==> config.mk <==
export PLATFORM = sky130hd
export DESIGN_NAME = logic_op_sequencer
export DESIGN_NICKNAME = d
export VERILOG_FILES = /design/src/rtl/logic_op_sequencer.sv
export SDC_FILE = /design/constraint.sdc
export NUM_CORES = 1
export LEC_CHECK = 0
export CELL_PAD_IN_SITES_DETAIL_PLACEMENT = 1
export CELL_PAD_IN_SITES_GLOBAL_PLACEMENT = 1
export CORE_ASPECT_RATIO = 1.25
export CORE_MARGIN = 3
export CORE_UTILIZATION = 35
export CTS_CLUSTER_SIZE = 20
export DETAILED_ROUTE_END_ITERATION = 16
export GPL_TIMING_DRIVEN = 0
export PLACE_DENSITY = 0.9
export SKIP_LAST_GASP = 1
export SYNTH_ARGS = -nofsm -noshare
export SYNTH_HDL_FRONTEND = slang
export SYNTH_SLANG_ARGS = --single-unit
==> constraint.sdc <==
create_clock -name clk -period 1.87 [get_ports clk]
set_input_delay 0.187 -clock clk [delete_from_list [all_inputs] [get_ports clk]]
set_output_delay 0.187 -clock clk [all_outputs]
set_load 0.01 [all_outputs]
==> src/rtl/logic_op_sequencer.sv <==
// logic_op_sequencer: command/response sequencer for a 4-op logic unit.
// Accepts an operand pair and opcode, drives the unit's A/B/Sel, waits
// SETTLE_CYCLES per setting, samples lu_out and returns the result(s).
// Sweep mode runs AND, OR, XOR, XNOR back to back and packs four slots.
// Optional build macro LOGIC_OP_SEQUENCER_CHECK_EN adds an internal
// reference check of every captured result, flagged on the sticky err.
module logic_op_sequencer #(
   parameter int WIDTH         = 4,
   parameter int SETTLE_CYCLES = 1   // legal range 1..15
) (
   input  logic                 clk,
   input  logic                 rst_n,
   input  logic                 cmd_valid,
   output logic                 cmd_ready,
   input  logic [1:0]           cmd_op,
   input  logic                 cmd_sweep,
   input  logic [WIDTH-1:0]     cmd_a,
   input  logic [WIDTH-1:0]     cmd_b,
   output logic [WIDTH-1:0]     lu_a,
   output logic [WIDTH-1:0]     lu_b,
   output logic [1:0]           lu_sel,
   input  logic [WIDTH-1:0]     lu_out,
   output logic                 rsp_valid,
   input  logic                 rsp_ready,
   output logic [4*WIDTH-1:0]   rsp_data,
   output logic [2:0]           rsp_count,
   output logic                 busy,
   output logic                 err
);

   typedef enum logic [1:0] {IDLE, DRIVE, RESP} state_t;

   // Counter value in the last settle cycle of one Sel setting.
   localparam logic [3:0] SETTLE_LAST = 4'(SETTLE_CYCLES - 1);

   state_t               state_q, state_d;
   logic [WIDTH-1:0]     lu_a_q, lu_a_d;
   logic [WIDTH-1:0]     lu_b_q, lu_b_d;
   logic [1:0]           lu_sel_q, lu_sel_d;   // doubles as the op index
   logic                 sweep_q, sweep_d;
   logic [3:0]           cnt_q, cnt_d;
   logic                 rsp_valid_q, rsp_valid_d;
   logic [4*WIDTH-1:0]   rsp_data_q, rsp_data_d;
   logic [2:0]           rsp_count_q, rsp_count_d;
   logic [1:0]           slot;

   // Single ops always land in slot 0; sweeps use the op index.
   assign slot = sweep_q ? lu_sel_q : 2'd0;

`ifdef LOGIC_OP_SEQUENCER_CHECK_EN
   logic                 err_q, err_d;
   logic [WIDTH-1:0]     chk_exp;

   // Reference result for the operation currently driven on the unit.
   always_comb begin
      case (lu_sel_q)
         2'd0:    chk_exp = lu_a_q & lu_b_q;
         2'd1:    chk_exp = lu_a_q | lu_b_q;
         2'd2:    chk_exp = lu_a_q ^ lu_b_q;
         default: chk_exp = ~(lu_a_q ^ lu_b_q);
      endcase
   end
`endif

   // Next-state and datapath decisions for the IDLE/DRIVE/RESP sequence.
   always_comb begin
      // NOTE: every _d starts from its _q so no path through the case leaves a
      // variable unassigned, which would otherwise infer a latch.
      state_d     = state_q;
      lu_a_d      = lu_a_q;
      lu_b_d      = lu_b_q;
      lu_sel_d    = lu_sel_q;
      sweep_d     = sweep_q;
      cnt_d       = cnt_q;
      rsp_valid_d = rsp_valid_q;
      rsp_data_d  = rsp_data_q;
      rsp_count_d = rsp_count_q;
`ifdef LOGIC_OP_SEQUENCER_CHECK_EN
      err_d       = err_q;
`endif
      case (state_q)
         IDLE: begin
            if (cmd_valid) begin
               lu_a_d     = cmd_a;
               lu_b_d     = cmd_b;
               sweep_d    = cmd_sweep;
               lu_sel_d   = cmd_sweep ? 2'd0 : cmd_op;
               cnt_d      = 4'd0;
               rsp_data_d = '0;
               state_d    = DRIVE;
            end
         end
         DRIVE: begin
            if (cnt_q == SETTLE_LAST) begin
               rsp_data_d[int'(slot)*WIDTH +: WIDTH] = lu_out;
`ifdef LOGIC_OP_SEQUENCER_CHECK_EN
               if (lu_out != chk_exp) begin
                  err_d = 1'b1;
               end
`endif
               cnt_d = 4'd0;
               if (sweep_q && (lu_sel_q != 2'd3)) begin
                  lu_sel_d = lu_sel_q + 2'd1;
               end else begin
                  state_d     = RESP;
                  rsp_valid_d = 1'b1;
                  rsp_count_d = sweep_q ? 3'd4 : 3'd1;
               end
            end else begin
               cnt_d = cnt_q + 4'd1;
            end
         end
         RESP: begin
            if (rsp_ready) begin
               rsp_valid_d = 1'b0;
               state_d     = IDLE;
            end
         end
         default: state_d = IDLE;
      endcase
   end

   // State register with synchronous active-low reset.
   always_ff @(posedge clk) begin
      // NOTE: sequential state uses non-blocking assignments so every flop
      // samples the pre-edge value regardless of statement order.
      if (!rst_n) begin
         state_q     <= IDLE;
         lu_a_q      <= '0;
         lu_b_q      <= '0;
         lu_sel_q    <= 2'd0;
         sweep_q     <= 1'b0;
         cnt_q       <= 4'd0;
         rsp_valid_q <= 1'b0;
         rsp_data_q  <= '0;
         rsp_count_q <= 3'd0;
`ifdef LOGIC_OP_SEQUENCER_CHECK_EN
         err_q       <= 1'b0;
`endif
      end else begin
         state_q     <= state_d;
         lu_a_q      <= lu_a_d;
         lu_b_q      <= lu_b_d;
         lu_sel_q    <= lu_sel_d;
         sweep_q     <= sweep_d;
         cnt_q       <= cnt_d;
         rsp_valid_q <= rsp_valid_d;
         rsp_data_q  <= rsp_data_d;
         rsp_count_q <= rsp_count_d;
`ifdef LOGIC_OP_SEQUENCER_CHECK_EN
         err_q       <= err_d;
`endif
      end
   end

   assign cmd_ready = (state_q == IDLE);
   assign busy      = (state_q != IDLE);
   assign lu_a      = lu_a_q;
   assign lu_b      = lu_b_q;
   assign lu_sel    = lu_sel_q;
   assign rsp_valid = rsp_valid_q;
   assign rsp_data  = rsp_data_q;
   assign rsp_count = rsp_count_q;
`ifdef LOGIC_OP_SEQUENCER_CHECK_EN
   assign err       = err_q;
`else
   assign err       = 1'b0;
`endif

endmodule

==> flow_summary.ini <==
[status]
outcome = finished, final reports clean

[yosys]
ys_ff_latch = 36
synth_largest_area_cell = dfxtp_1
syn-mean-instance-area_sq_um = 8.98
synth-edff-count = 0
ys_seq_area_frac = 0.380
synth_ff_type = dfxtp_1
netlist_area_sq_um = 1890
synthArstFlopShare = 0
synth_warnings = 0
syn-instance-count = 211
synth.top_cell.area_share = 0.380
yosys-top-cells-area = dfxtp_1 (38%), nand2_1 (8.3%), ha_1 (5.3%), a41o_1 (4.8%), a311oi_1 (4.6%)
synth_cell_type_count = 45

[clock_network]
clk_pin_slew_ns = 0.06
cts_made_buffers = 5
cts_buffer_depth = 2
cts-resized-gates = 1
cts_tree = done
cts_root_buffer = clkbuf_8
post-cts-setup-buffers = 0
cts-hold-fix-buffers = 0
htreeDepth = 2
clock_latency_ns = 0.29
cts.sink_count = 36

[drt]
drt_iter0_drc = 80
dr.pass1.iters = 4
detail-route-antenna-nets = 0
wirelength_um = 5530
num_vias = 1807
drc = 0
avgViaCountPerCell = 5.54
routedWlPerCell_um = 17.0

[power]
powerDensity_nw_per_um2 = 679
p_leak_nw = 1.01
peakVddDrop_v = 0.000319

[floorplan]
rows = 29
io_pins = 52
dieWidth_um = 71.8
start_util = 0.368
core_area_sq_um = 5150
die_height_um = 88.3
dieArea_sq_um = 6340

[global_routing]
antenna_found_initial = 0
grt_usage = 0.182
grt_pass1_vias = 1926
grt_max_degree = 15
grt_first_pass_wirelength_um = 9140
grt_overflow = 0

[timing]
hold_viol = 0
finalSetupViolations = 0
fin_ws_ns = 0.0940
slew_violations = 0
maxSlewHeadroom = 0.648
skew_ns = 0.00450
fin_crit_sh = 0.950
tightest_slew_ns = 0.528
tns_ns = 0
clock.fmax_ghz = 0.563
rsz0062_at_grt = true
min_period_ns = 1.78

[worst_setup_path]
cp_cell_sequence = or2_2, clkdlybuf4s50_1
cp.required_ns = 1.68
worstPathArrival_ns = 1.59
endpoint_kind = output port
cp_slowest_stage_delay_ns = 0.57
path_max_fanout = 14
critPathSlowestCell = dfxtp_1
path_buf_inv = 1
cp-start-kind = register
timing_worst_setup_path_type = register to output port
path_delay_family = flip-flops

[finish]
nets = 293
layout_commonest_cell = clkdlybuf4s50_1
final_cell_mix = clkdlybuf4s50_1 (47), nand2_1 (41), dfxtp_1 (34)
diodes = 0
drive_gt1_frac = 0.129
area_growth_pct = 33.5
n_fill_cell = 619

[hold_path]
hp-class = input pin to register

[placed_design]
gp_congestion = 0.774
io_buffers = 48
pre_cts_slack_ns = 0.00969
dp_hpwl_um = 4110

[job]
cap_violations = 0
## report_power, final
| group | switching [mW] | internal, mW | leakage (nW) |
|---|---|---|---|
| clock network | 0.267 | 0.240 | 0.0359 |
| registers | 0.0334 | 0.801 | 0.293 |
| logic | 0.194 | 0.182 | 0.680 |
## synth_stat cells (5+ instances only)
| cell | n |
|---|---|
| a211oi_1 | 5 |
| a21oi_1 | 12 |
| a311oi_1 | 10 |
| a41o_1 | 9 |
| buf_2 | 8 |
| dfxtp_1 | 36 |
| ha_1 | 8 |
| inv_1 | 5 |
| mux2i_1 | 5 |
| nand2_1 | 42 |
| nand3_1 | 7 |
| nor2b_1 | 5 |
## flip-flops by register name, indices dropped and copies added (netlist names)
register,flops
cnt_q,4
lu_a,4
lu_b,4
lu_sel,2
rsp_count,2
rsp_data,16
rsp_valid,1
state_q,2
sweep_q,1
## logic make-up after synthesis
logic type,Yosys count,share of synthesized area
and+or+nand+nor,84,0.248
AOI/OAI and AO/OA,51,0.215
DFF,36,0.380
buffers and inverters,26,0.0760
adders and majority gates,8,0.0528
muxes,5,0.0264
other,1,0.00198
## worst register-to-register path, delay by kind of cell, from the launching register on
kind                       cells  cell delay, ns
DFF                            1            0.40
AOI/OAI and AO/OA              2            0.44
buffers and inverters          2            0.28
adders and majority gates      1            0.23
and+or+nand+nor                1            0.25
## area by class of cell
class                   count  area, sq um  share of cell area
flip-flops and latches     36          723               0.286
inverters                   6         22.5             0.00891
repair buffers             48          483               0.191
multi-input cells         150         1040               0.410
clock buffers               5         68.8              0.0272
well taps                  62         77.6              0.0307
plain buffers              19          118              0.0465
## through the flow
stage | util | power, mW | hold slack (ns) | instance area, sq um | std cells
after floorplan | - | 1.06 | 0.322 | 1900 | 212
after CTS | 0.490 | 1.73 | 0.359 | 2520 | 326
final | 0.491 | 1.72 | 0.365 | 2530 | 326
after global placement | 0.477 | 1.22 | 0.441 | 2460 | 322
after detailed placement | 0.477 | 1.23 | 0.449 | 2460 | 322
after global routing | 0.491 | 1.80 | 0.385 | 2530 | 326
## final timing paths
kind                         endpoint                     from  cells past startpoint  slack, ns
max                              busy  state_q[0]$_SDFFE_PN0P_                      2       0.09
min           state_q[1]$_SDFFE_PN0P_                    rst_n                      3       0.37
max reg2reg  rsp_data[8]$_SDFFE_PN0P_    cnt_q[0]$_SDFFE_PN0P_                      6       0.16
min reg2reg      lu_a[3]$_SDFFE_PN0P_     lu_a[3]$_SDFFE_PN0P_                      2       0.46
## routing by layer
metal / vias to the layer above / GRT usage / wire length [um]
li1: 883 / - / -
met1: 888 / 0.212 / 2290
met2: 31 / 0.332 / 2990
met3: 5 / 0.0386 / 200
met4: 0 / 0.0598 / 50
met5: - / 0 / 0
No activity file was read; power rests on OpenSTA's default activity.
